`src/rtl/gray_sobel_pkg.sv`:
```
// Shared types and constants for the gray/sobel frame sequencer.
// Mode encodings mirror the datapath select_i field.
package gray_sobel_pkg;

    localparam int MAX_PIXEL_BITS = 24;

    typedef logic [1:0] sel_t;

    localparam sel_t MODE_BYPASS = 2'b00;
    localparam sel_t MODE_GRAY   = 2'b01;
    localparam sel_t MODE_SOBEL  = 2'b10;
    localparam sel_t MODE_BOTH   = 2'b11;

    typedef enum logic [1:0] {
        IDLE,
        LOAD,
        DRAIN,
        DONE
    } seq_state_t;

endpackage

```
`src/rtl/gray_sobel_out_fifo.sv`:
```
// First-word-fall-through result FIFO for SPI readback.
// Push and pop may coincide when full; the head reads 0 while empty.
module gray_sobel_out_fifo #(
    parameter int PX_W       = 8,
    parameter int FIFO_DEPTH = 4,
    localparam int CNT_W     = $clog2(FIFO_DEPTH + 1)
) (
    input  logic             clk,
    input  logic             nreset,
    input  logic             push,
    input  logic [PX_W-1:0]  wdata,
    input  logic             pop,
    output logic [PX_W-1:0]  rdata,
    output logic             full,
    output logic             empty,
    output logic [CNT_W-1:0] count
);

    localparam int AW = $clog2(FIFO_DEPTH);

    logic [PX_W-1:0]  mem [FIFO_DEPTH];
    logic [AW-1:0]    wr_q;
    logic [AW-1:0]    rd_q;
    logic [CNT_W-1:0] cnt_q;
    logic             do_push;
    logic             do_pop;

    assign full    = cnt_q == CNT_W'(FIFO_DEPTH);
    assign empty   = cnt_q == '0;
    assign do_pop  = pop && !empty;
    assign do_push = push && (!full || do_pop);
    assign count   = cnt_q;
    assign rdata   = empty ? '0 : mem[rd_q];

    always_ff @(posedge clk or negedge nreset) begin
        if (!nreset) begin
            wr_q  <= '0;
            rd_q  <= '0;
            cnt_q <= '0;
        end else begin
            if (do_push) wr_q <= wr_q + 1'b1;
            if (do_pop)  rd_q <= rd_q + 1'b1;
            cnt_q <= cnt_q + CNT_W'(do_push) - CNT_W'(do_pop);
        end
    end

    always_ff @(posedge clk) begin
        if (do_push) mem[wr_q] <= wdata;
    end

endmodule

```
`src/rtl/gray_sobel_frame_sequencer.sv`:
```
// Frame controller between spi_control and top_gray_sobel: issues pixels,
// pins the datapath mode per frame and buffers results with credit flow.
module gray_sobel_frame_sequencer
    import gray_sobel_pkg::*;
#(
    parameter int PX_W        = MAX_PIXEL_BITS,
    parameter int IMG_W       = 160,
    parameter int IMG_H       = 120,
    parameter int FIFO_DEPTH  = 4,
    parameter int TIMEOUT_CYC = 1024
) (
    input  logic            clk_i,
    input  logic            nreset_i,
    input  logic [1:0]      cfg_select_i,
    input  logic            frame_start_i,
    input  logic            in_valid_i,
    output logic            in_ready_o,
    input  logic [PX_W-1:0] in_pixel_i,
    output logic [1:0]      dp_select_o,
    output logic            dp_start_sobel_o,
    output logic            dp_px_rdy_o,
    output logic [PX_W-1:0] dp_pixel_o,
    input  logic            dp_px_rdy_i,
    input  logic [PX_W-1:0] dp_pixel_i,
    output logic            out_valid_o,
    input  logic            out_ready_i,
    output logic [PX_W-1:0] out_pixel_o,
    output logic            busy_o,
    output logic            frame_done_o,
    output logic            overflow_o,
    output logic            timeout_o
);

    localparam int TOTAL = IMG_W * IMG_H;
    localparam int CW    = $clog2(TOTAL + 1);
    localparam int COL_W = $clog2(IMG_W);
    localparam int ROW_W = $clog2(IMG_H);
    localparam int IDW   = $clog2(TIMEOUT_CYC + 1);
    localparam int FCW   = $clog2(FIFO_DEPTH + 1);

    seq_state_t       state_q;
    seq_state_t       state_d;
    sel_t             mode_q;
    logic [COL_W-1:0] col_q;
    logic [ROW_W-1:0] row_q;
    logic [CW-1:0]    issued_q;
    logic [CW-1:0]    received_q;
    logic [IDW-1:0]   idle_q;
    logic             overflow_q;
    logic             timeout_q;
    logic             px_rdy_q;
    logic [PX_W-1:0]  pixel_q;

    logic             fifo_full;
    logic             fifo_empty;
    logic             fifo_pop;
    logic [FCW-1:0]   fifo_count;
    logic [CW:0]      credit_used;
    logic             start;
    logic             issue;
    logic             last_col;
    logic             last_row;
    logic             last_issue;
    logic             timeout_hit;
    logic             drop;

    // Results in flight plus results parked in the FIFO may never exceed its depth.
    assign credit_used = {1'b0, issued_q - received_q} + (CW+1)'(fifo_count);
    assign start       = (state_q == IDLE) && frame_start_i;
    assign issue       = in_valid_i && in_ready_o;
    assign last_col    = col_q == COL_W'(IMG_W - 1);
    assign last_row    = row_q == ROW_W'(IMG_H - 1);
    assign last_issue  = issue && last_col && last_row;
    assign timeout_hit = (state_q == DRAIN) && !dp_px_rdy_i
                         && (idle_q == IDW'(TIMEOUT_CYC - 1));
    assign fifo_pop    = out_ready_i && !fifo_empty;
    assign drop        = dp_px_rdy_i && fifo_full && !fifo_pop;

    always_ff @(posedge clk_i or negedge nreset_i) begin
        if (!nreset_i) state_q <= IDLE;
        else           state_q <= state_d;
    end

    always_comb begin
        state_d = state_q;
        unique case (state_q)
            IDLE:    if (frame_start_i) state_d = LOAD;
            LOAD:    if (last_issue) state_d = DRAIN;
            DRAIN:   if (received_q >= CW'(TOTAL) || timeout_hit) state_d = DONE;
            DONE:    state_d = IDLE;
            default: state_d = IDLE;
        endcase
    end

    always_comb begin
        busy_o           = state_q != IDLE;
        frame_done_o     = state_q == DONE;
        dp_select_o      = MODE_BYPASS;
        dp_start_sobel_o = 1'b0;
        in_ready_o       = 1'b0;
        if (state_q == LOAD || state_q == DRAIN) begin
            dp_select_o      = mode_q;
            dp_start_sobel_o = mode_q == MODE_SOBEL;
        end
        if (state_q == LOAD) in_ready_o = credit_used < (CW+1)'(FIFO_DEPTH);
    end

    always_ff @(posedge clk_i or negedge nreset_i) begin
        if (!nreset_i) begin
            mode_q     <= MODE_BYPASS;
            col_q      <= '0;
            row_q      <= '0;
            issued_q   <= '0;
            received_q <= '0;
            idle_q     <= '0;
            overflow_q <= 1'b0;
            timeout_q  <= 1'b0;
            px_rdy_q   <= 1'b0;
            pixel_q    <= '0;
        end else begin
            px_rdy_q <= issue;
            if (issue) pixel_q <= in_pixel_i;
            if (start) begin
                mode_q     <= cfg_select_i;
                col_q      <= '0;
                row_q      <= '0;
                issued_q   <= '0;
                received_q <= '0;
                idle_q     <= '0;
                overflow_q <= 1'b0;
                timeout_q  <= 1'b0;
            end else begin
                if (issue) begin
                    issued_q <= issued_q + 1'b1;
                    col_q    <= last_col ? '0 : col_q + 1'b1;
                    if (last_col) row_q <= last_row ? '0 : row_q + 1'b1;
                end
                if (dp_px_rdy_i) received_q <= received_q + 1'b1;
                if (state_q == DRAIN && !dp_px_rdy_i) idle_q <= idle_q + 1'b1;
                else                                  idle_q <= '0;
                if (drop)        overflow_q <= 1'b1;
                if (timeout_hit) timeout_q  <= 1'b1;
            end
        end
    end

    gray_sobel_out_fifo #(
        .PX_W       (PX_W),
        .FIFO_DEPTH (FIFO_DEPTH)
    ) u_fifo (
        .clk    (clk_i),
        .nreset (nreset_i),
        .push   (dp_px_rdy_i),
        .wdata  (dp_pixel_i),
        .pop    (fifo_pop),
        .rdata  (out_pixel_o),
        .full   (fifo_full),
        .empty  (fifo_empty),
        .count  (fifo_count)
    );

    assign out_valid_o = !fifo_empty;
    assign dp_px_rdy_o = px_rdy_q;
    assign dp_pixel_o  = pixel_q;
    assign overflow_o  = overflow_q;
    assign timeout_o   = timeout_q;

endmodule
```
`config.mk`:
```
export PLATFORM = sky130hd
export DESIGN_NAME = gray_sobel_frame_sequencer
export DESIGN_NICKNAME = d
export VERILOG_FILES = /design/src/rtl/gray_sobel_pkg.sv /design/src/rtl/gray_sobel_out_fifo.sv /design/src/rtl/gray_sobel_frame_sequencer.sv
export SDC_FILE = /design/constraint.sdc
export NUM_CORES = 1
export LEC_CHECK = 0
export ABC_AREA = 1
export CAP_MARGIN = 10
export CORE_MARGIN = 4
export CORE_UTILIZATION = 56
export DETAILED_ROUTE_END_ITERATION = 6
export PLACE_DENSITY = 0.77
export SYNTH_ARGS = -nofsm -noshare
export SYNTH_HDL_FRONTEND = slang
export SYNTH_SLANG_ARGS = --single-unit
```
`constraint.sdc`:
```
create_clock -name clk_i -period 4.8 [get_ports clk_i]
set_clock_uncertainty 0.15 [all_clocks]
set_input_delay 1.44 -clock clk_i [delete_from_list [all_inputs] [get_ports clk_i]]
set_output_delay 1.44 -clock clk_i [all_outputs]
set_load 0.05 [all_outputs]
```
==> After elaboration in Yosys (flattened, before gate mapping) <==
Memories as Yosys holds them, arrays and structs flattened.
Index checks and enable logic that the tools add are counted.
{ "totals": {"ramBits": 96, "mem_count": 1, "ff_bits": 94, "out_inout_bits": 58} }
{ "op_classes": {"muxes": 27, "add_sub_neg": 11, "order_cmp": 2, "n_reduce_logical": 28, "eq_ne": 11} }
{ "memory_table": {"columns": ["name", "depth", "width", "read_ports", "rd_ports_with_merged_regs", "wr", "line_no", "rtl"], "rows": [
  ["u_fifo.mem", 4, 24, 1, 0, 1, "gray_sobel_out_fifo.sv:21", "logic [PX_W-1:0] mem [FIFO_DEPTH];"]
]} }
{ "op_table": {"columns": ["op", "n"], "rows": [
  ["15-bit 2-to-1 mux", 4],
  ["15-bit by 1-bit adder with 15-bit output, second input constant", 2],
  ["7-bit 2-to-1 mux", 4],
  ["24-bit 2-to-1 mux", 1],
  ["8-bit 2-to-1 mux", 3],
  ["11-bit 2-to-1 mux", 2],
  ["15-bit by 3-bit adder with 16-bit output", 1],
  ["16-bit by 3-bit < comparator with 1-bit output, second input constant", 1],
  ["15-bit >= comparator, second input constant", 1],
  ["15-bit subtractor", 1],
  ["2-bit nonzero test", 6],
  ["11-bit by 1-bit adder with 11-bit output, second input constant", 1],
  ["11-bit by 10-bit == test with 1-bit output, second input constant", 1],
  ["1-bit logical AND", 11],
  ["8-bit by 1-bit adder with 8-bit output, second input constant", 1],
  ["8-bit == test, second input constant", 1],
  ["1-bit 2-to-1 mux", 8],
  ["2-bit 2-to-1 mux", 4],
  ["2-bit one-hot mux with 4 select lines", 1],
  ["7-bit by 1-bit adder with 7-bit output, second input constant", 1],
  ["7-bit == test, second input constant", 1],
  ["2-bit == test, second input constant", 3],
  ["2-bit inequality test, second input constant", 3],
  ["2-bit by 1-bit adder with 2-bit output, second input constant", 2],
  ["other kinds (10)", 15]
]} }

==> Depth between registers and ports, before layout <==
Gate-level depths: netlist (run 1).
{ "logic_depth": {"ltp_word": 9, "mapped_depth": 21} }

==> Modules after synthesis <==
Synthesis (run 1) repeated with hierarchy kept, for this count alone.
{ "hier_totals": {"cells_unflattened": 1160, "area_unflattened_um2": 9845.7} }
{ "modules_own_cells": {"columns": ["mod", "n_inst", "area_each_um2", "cells_each", "seq_area_each_um2"], "rows": [
  ["gray_sobel_frame_sequencer", 1, 5332.6, 727, 2177.1],
  ["gray_sobel_out_fifo", 1, 4513.1, 433, 3057.9]
]} }

==> Least setup slack after synthesis (run 1) <==
Ideal clock, no wire load.
{ "synth_timing": {"kind": "register to output", "start": "register issued_q[0]", "end": "output port in_ready_o", "n_path_buf": 0, "arrival_time_ps": 2419, "required_ps": 3210, "path_stages_with_launch": 15, "slack_ps": 791, "cell_sequence": "dfrtp_1 > inv_1 > ha_1 > fa_1 > xnor2_1 > ha_1 > nand2_1 > inv_1 > a21oi_1 > nand3_1 > nand2_1 > nand3_1 > nor2_1 > nand3_1 > nor2_4"} }
{ "synth_via": {"elab_chain_len": 4} }
{ "synth_lines": {"columns": ["item", "line_no", "rtl"], "rows": [
  ["from (decl)", "gray_sobel_frame_sequencer.sv:46", "logic [CW-1:0] issued_q;"],
  ["from (signal assigned)", "gray_sobel_frame_sequencer.sv:134", "issued_q <= issued_q + 1'b1;"],
  ["15-bit subtractor", "gray_sobel_frame_sequencer.sv:68", "assign credit_used = {1'b0, issued_q - received_q} + (CW+1)'(fifo_count);"],
  ["15-bit by 3-bit adder with 16-bit output", "gray_sobel_frame_sequencer.sv:68", null],
  ["16-bit by 3-bit < comparator with 1-bit output", "gray_sobel_frame_sequencer.sv:105", "if (state_q == LOAD) in_ready_o = credit_used < (CW+1)'(FIFO_DEPTH);"],
  ["1-bit 2-to-1 mux", "gray_sobel_frame_sequencer.sv:105", null],
  ["to (decl)", "gray_sobel_frame_sequencer.sv:17", "output logic in_ready_o,"]
]} }
No other way between the ends.

==> Worst setup path in the final report (run 1) <==
{ "layout_timing": {"start": "register received_q[0]", "end": "output port in_ready_o"} }
{ "layout_via": {"elab_chain_len": 4} }
{ "layout_lines": {"columns": ["item", "line_no", "rtl"], "rows": [
  ["from (decl)", "gray_sobel_frame_sequencer.sv:47", "logic [CW-1:0] received_q;"],
  ["from (signal assigned)", "gray_sobel_frame_sequencer.sv:138", "if (dp_px_rdy_i) received_q <= received_q + 1'b1;"],
  ["15-bit subtractor", "gray_sobel_frame_sequencer.sv:68", null],
  ["15-bit by 3-bit adder with 16-bit output", "gray_sobel_frame_sequencer.sv:68", null],
  ["16-bit by 3-bit < comparator with 1-bit output", "gray_sobel_frame_sequencer.sv:105", null],
  ["1-bit 2-to-1 mux", "gray_sobel_frame_sequencer.sv:105", null]
]} }
No other way between the ends.

==> impl_results.md, run 1 <==
- Outcome: completed
- Crit path required time: ~3200 ps
- Hold-critical path depth: 1
- Reg2Reg Capture Point: issued_q[3]
- Post-detailed-route via-to-cell ratio: approximately 5.2
- NumNets Final: roughly 1300
- Worst path arrival time: 3020 ps
- Vias in the first global route: between 7000 and 8000
- Die X-Extent: between 100 and 150 um
- Antenna Violating Nets Remaining: 0
- Final core utilization: 0.687
- Synth Area in Simple Gates: 0.229
- Number of antenna violations at the first check in global routing: 0
- Critical Path End Type: output pin
- Final count of pins violating max slew: 0
- Max Cap Violations: 0
- Worst hold slack: between 300 and 400 ps
- Sequential-to-total area share from yosys stat: 0.555
- Critical-path cell with the highest stage delay: fa_2
- Rows: 47
- Max stage delay on crit path: around 540 ps
- Multiplexer fraction of the synthesized cell area: 0
- Synthesized area: 9420 um2
- Warning count from the yosys run: 0
- Worst reg2reg path depth: 20
- Worst path cell trace: ha_1 -> fa_2 -> inv_1 -> ha_1 -> nand2_1 -> inv_1 -> a21oi_1 -> nand3_1 -> nand2_1 -> nand3_1 -> nor2_2 -> nand3_2 -> nor2_4 -> buf_12
- DRC: 0
- Classification of the worst-slack hold path: flip-flop to flip-flop
- Total global routing track utilization: 0.226
- Count of port buffers added during placement: 113
- Met2 usage in global routing: 0.388
- Layout area overhead: 20.5%
- Net count of the mapped netlist: ~1100
- Core Box Area: around 17000 um2
- Reg2reg setup slack: just over 900 ps
- Final Power: approximately 6300 uW
- Average cell area after synthesis: approximately 8.9 um2
- Min-delay src: idle_q[0]
- Slew Limit Headroom: 0.415
- Placed Cells: around 1400
- Grt met3 use: 0.0409
- Xor/xnor cell area share of the yosys netlist: 0.0223
- Most used cells in the layout excluding fill and tap cells: nand2_1 (242), nor2_1 (153), inv_1 (110)
- Htree depth: 4
- Largest family of logic cells by synthesized area: simple AND/OR/NAND/NOR gates
- Setup violation total in the final timing report: 0
- CP Launch Type: flip-flop
- Final period demand of the worst path: about 4600 ps
- Fill cell total of the finished layout: 1281
- Per-cell routed wire length: 14.7 um
- Root buf cell: clkbuf_16
- Number of clock sinks: 190
- Area used by sequential logic in the layout: roughly 5200 um2
- Number of DRC violations after detailed-routing iteration 0: between 400 and 500
- Worst min-delay path endpoint: idle_q[0]
- Static Leakage: approximately 0.0050 uW
- Compound-cell area share of the yosys netlist: 0.0827
- Area used by multi-input combinational logic: 3620 um2
- Starting density of the core: 0.570
- Most common cell after layout, fill and taps aside: nand2_1
- Post-route fraction of the period consumed by the critical path: 0.960
- Die Y-Extent: about 140 um
- GRT met1 Usage: 0.299
- Adder and majority gate portion of the synthesized area: 0.0481
- Power density over cell area: roughly 550 nW/um2
- Die area: between 15000 and 20000 um2
- Highest attainable clock frequency: roughly 220 MHz
- Ratio of cells with drive above 1 in the final layout: 0.0878
- Layer carrying the most global-route usage: met2
- Fin cells: around 1400
- Number of top-level design ports: between 100 and 150
- FF+latch count, synth: 190
- Clock-pin slew of the registers on the worst-case setup and hold paths: about 70 ps
- Via count of the routed design: approximately 7400
- Worst Path Max Fanout: 4
- Worst flop-to-flop path startpoint: received_q[0]
- Slew of the pin with the lowest slew margin: about 900 ps
- Synth Instances: between 1000 and 1500
- Netlist cell types: between 40 and 50
- 1st-pass router iterations: 5
- Number of antenna cells inserted: 0
- TritonCTS clock tree: yes
- Clock latency on the worst-skew pair: between 400 and 500 ps
- Final weighted congestion of routability-driven global placement: 0.948
- Maximum clock insertion buffer count: 2
- Max VDD drop: about 430 uV
- Detailed placement HPWL: approximately 14000 um
- Type of the worst setup path: flip-flop to output pin
- Total detailed-routing wirelength: around 21000 um
- Final Hold Viols: 0
- CTS Hold Buffers Added: 0
- Largest net degree at the start of global routing: 70
- Overflow left after global routing: 0
- First-pass GRT wire length: 33700 um
- Cts bufs inserted: 17
report_power, final:
group	internal [uW]	switching, uW	total, uW
Combinational	869	1950	2820
Clock	732	637	1370
Sequential	1970	112	2080
Total	3570	2700	6270
cell type report:
type / count / share of cell area
clock buffer: 17 / 0.0375
clock inverter: 15 / 0.0139
inverter: 119 / 0.0395
multi-input combinational: 716 / 0.319
sequential: 190 / 0.461
tap: 220 / 0.0242
timing repair buffer: 128 / 0.105
how the worst max path moves through the flow:
stage                        from         end  slack [ps]  cells past startpoint
floorplan             issued_q[0]  in_ready_o         790                     14
global placement      issued_q[0]  in_ready_o         570                     16
detailed placement    issued_q[0]  in_ready_o         460                     15
CTS                   issued_q[0]  in_ready_o          20                     15
global route          issued_q[0]  in_ready_o        -0.6                     15
finish              received_q[0]  in_ready_o         190                     14
per-layer routing:
metal / vias to the layer above / routed length, um
li1: 3697 / -
met1: 3474 / 9220
met2: 185 / 10200
met3: 18 / 1010
met4: 0 / 208
met5: - / 0
worst max-delay path: cells and delay by family (launching register included):
| family | cells | cell delay, ps |
|---|---|---|
| adder cells (fa/ha/maj) | 3 | 1060 |
| AND/OR/NAND/NOR | 7 | 710 |
| buffers and inverters | 3 | 240 |
| AO/OA/AOI/OAI | 1 | 150 |
| flip-flops | 1 | 420 |
cell families (layout without fill, tap and decap cells):
logic type	Yosys count	in the layout
adder cells (fa/ha/maj)	35	35
AND/OR/NAND/NOR	515	515
flip-flops	190	190
AO/OA/AOI/OAI	142	142
XOR/XNOR	24	24
buffers and inverters	151	279
sequential cells by signal (all words and copies together), names as in the netlist:
register and count:
issued_q 15, dp_px_rdy_o 1, overflow_o 1, u_fifo.mem 96
dp_pixel_o 24, col_q 8, idle_q 11, u_fifo.count 3
state_q 2, received_q 15, mode_q 2, u_fifo.rd_q 2
row_q 7, timeout_o 1, u_fifo.wr_q 2
through the flow:
| step | instance area, um2 | setup slack (ps) | setup TNS (ps) |
|---|---|---|---|
| 4_1_cts | 11300 | 19.4 | 0 |
| 6_report | 11400 | 191 | 0 |
| 3_3_place_gp | 10700 | 573 | 0 |
| 5_1_grt | 11400 | -0.609 | -0.609 |
| 3_5_place_dp | 10700 | 457 | 0 |
| 2_1_floorplan | 9420 | 791 | 0 |
repair_timing:
action                                  4_1_cts  5_1_grt
setup buffers                                 1        2
endpoints found under the setup margin        1        1
resized for setup                             0        3
pin swaps                                     2        4
gates cloned                                  0        0
synth_stat cells (all sizes together):
cell type / count / share of area
nand2: 245 / 0.099
nor2: 162 / 0.066
inv: 116 / 0.046
edfxtp: 96 / 0.31
dfrtp: 94 / 0.25
o21ai: 71 / 0.038
nand3: 67 / 0.036
a21oi: 56 / 0.030
ha: 33 / 0.044
clkbuf: 24 / 0.0096
xor2: 18 / 0.017
nand4: 13 / 0.0086
nor3: 9 / 0.0048
nor4: 9 / 0.0060
o31ai: 9 / 0.010
buf: 8 / 0.0056
xnor2: 6 / 0.0056
nor3b: 4 / 0.0032
clkinv: 3 / 0.0013
or2: 3 / 0.0020
fa: 2 / 0.0042
nand3b: 2 / 0.0016
o21a: 2 / 0.0016
a211oi: 1 / 0.00080
a31oi: 1 / 0.00066
and2: 1 / 0.00066
o21bai: 1 / 0.00080
o22ai: 1 / 0.00066
(Power assumes the default switching activity.)
==> run 2: changes to the inputs <==
--- a/config.mk
+++ b/config.mk
@@ -11,6 +11,7 @@
 export CORE_UTILIZATION = 56
 export DETAILED_ROUTE_END_ITERATION = 6
 export PLACE_DENSITY = 0.77
+export RECOVER_POWER = 100
 export SYNTH_ARGS = -nofsm -noshare
 export SYNTH_HDL_FRONTEND = slang
 export SYNTH_SLANG_ARGS = --single-unit
==> run 2 against run 1 <==
Against the previous run: the flow now finishes with violations (max-capacitance violations, max-slew violations); critical endpoint unchanged; global-route usage unchanged; cell count stayed put; highest routed layer unchanged; via count fell by 0.34%; combinational power about the same; power is 0.19% lower; sequential cell count did not move; worst hold slack hardly changed; critical path depth unchanged; non-clock buffer count unchanged.
==> impl_results.md, run 2 (synthesized netlist as in run 1, its figures left out) <==
- Vias in the first global route: 7112
- Met2 Routed Length: a little over 10000 um
- Number of antenna violations at the first check in global routing: 0
- Worst path cell trace: ha_1 -> fa_2 -> inv_1 -> ha_1 -> nand2_1 -> inv_1 -> a21oi_1 -> nand3_1 -> nand2_1 -> nand3_1 -> nor2_2 -> nand3_2 -> nor2_4 -> buf_12
- Worst setup margin: between 150 and 200 ps
- DRC: 0
- Critical Path End Type: output pin
- Overflow left after global routing: 0
- Via count of the routed design: 7349
- Max VDD drop: ~430 uV
- Power density over cell area: ~550 nW/um2
- Number of antenna cells inserted: 0
- Die X-Extent: 138 um
- Largest net degree at the start of global routing: 70
- 1st-pass router iterations: 5
- Die area: 19000 um2
- Register with the most flip-flops: u_fifo.mem
- Number of clock sinks: 190
- Static Leakage: 0.00512 uW
- Number of top-level design ports: about 110
- Failing checks: max-capacitance violations, max-slew violations
- DR WL met3: around 930 um
- Count of port buffers added during placement: about 110
- Clock-pin slew of the registers on the worst-case setup and hold paths: roughly 70 ps
- Routed met1 length: between 9000 and 10000 um
- Die Y-Extent: about 140 um
- Worst path arrival time: 3020 ps
- Final Hold Viols: 0
- Classification of the worst-slack hold path: flip-flop to flip-flop
- Most used cells in the layout excluding fill and tap cells: nand2_1 (242), nor2_1 (155), inv_1 (111)
- Final weighted congestion of routability-driven global placement: 0.948
- Placed Cells: about 1400
- Max Cap Violations: 1
- Worst Path Max Fanout: 4
- Post-route fraction of the period consumed by the critical path: 0.961
- Number of flip-flops in the largest register: 96
- Core Box Area: 16500 um2
- Outcome: finished with violations
- Slew Limit Headroom: -0.155
- Detailed placement HPWL: between 10000 and 15000 um
- Root buf cell: clkbuf_16
- Post-detailed-route via-to-cell ratio: around 5.2
- Most common cell after layout, fill and taps aside: nand2_1
- Htree depth: 4
- Final count of pins violating max slew: 70
- Crit path required time: around 3200 ps
- Total global routing track utilization: 0.226
- Setup violation total in the final timing report: 0
- Place WS: 457 ps
- Worst hold slack: ~310 ps
- Area used by sequential logic in the layout: around 5200 um2
- CTS Hold Buffers Added: 0
- Max stage delay on crit path: 540 ps
- Per-cell routed wire length: approximately 15 um
- Slew of the pin with the lowest slew margin: between 1500 and 2000 ps
- Fill cell total of the finished layout: between 1000 and 1500
- Number of DRC violations after detailed-routing iteration 0: roughly 420
- CP Launch Type: flip-flop
- Starting density of the core: 0.570
- Setup tns final: 0 ps
- Cts bufs inserted: 17
- Highest attainable clock frequency: 217 MHz
- Layout area overhead: 20.3%
- Antenna Violating Nets Remaining: 0
- Type of the worst setup path: flip-flop to output pin
- Clock latency on the worst-skew pair: 430 ps
- Critical-path cell with the highest stage delay: fa_2
- First-pass GRT wire length: between 30000 and 40000 um
- Fin cells: approximately 1400
- Ratio of cells with drive above 1 in the final layout: 0.0827
- Rows: 47
- Top routing layer in use: met4
- Maximum clock insertion buffer count: 2
- TritonCTS clock tree: yes
- Final period demand of the worst path: approximately 4600 ps
- NumNets Final: ~1300
- Total detailed-routing wirelength: about 21000 um
- Area used by multi-input combinational logic: 3620 um2
## run 2: power breakdown
part | total (uW) | switching [uW] | internal (uW)
combinational | 2810 | 1950 | 860
sequential | 2080 | 111 | 1970
clock | 1370 | 636 | 732
total | 6260 | 2700 | 3560
## run 2: per-layer routing
| metal | track usage | vias up |
|---|---|---|
| met2 | 0.388 | 166 |
| met4 | 0.0538 | 0 |
| met3 | 0.0409 | 16 |
| met5 | 0 | - |
| met1 | 0.299 | 3470 |
| li1 | - | 3697 |
## run 2: worst max-delay path, delay by kind of cell (launching register included)
kind	cells	cell delay (ps)
AO/OA/AOI/OAI	1	150
buffers and inverters	3	240
flip-flops	1	410
adder cells (fa/ha/maj)	3	1060
AND/OR/NAND/NOR	7	710
## run 2: worst paths after layout
check / to / depth (start not counted) / startpoint / slack [ps]
min in group asynchronous: dp_px_rdy_o / 1 / nreset_i / 1300
hold reg to reg: idle_q[0] / 1 / idle_q[0] / 310
max in group asynchronous: idle_q[6] / 2 / nreset_i / 1750
hold / removal: idle_q[0] / 1 / idle_q[0] / 310
setup / recovery: in_ready_o / 14 / received_q[0] / 190
setup reg to reg: issued_q[3] / 20 / received_q[0] / 880
## run 2: metrics by stage
stage,utilization,instance area (um2),power [uW]
2_1_floorplan,-,9420,4100
3_3_place_gp,0.650,10700,4830
3_5_place_dp,0.650,10700,4900
4_1_cts,0.686,11300,6280
5_1_grt,0.686,11300,6660
6_report,0.686,11300,6260
## run 2: timing repair
action / 4_1_cts / 5_1_grt
pin swaps: 2 / 4
endpoints found under the setup margin: 1 / 1
resized for setup: 0 / 3
buffers inserted: 1 / 2
## run 2: layout make-up
type,count,area share
clock buffers,17,0.0375
flip-flops and latches,190,0.462
multi-input cells,716,0.319
clock inverters,15,0.0139
repair buffers,128,0.104
well taps,220,0.0243
inverters,119,0.0395
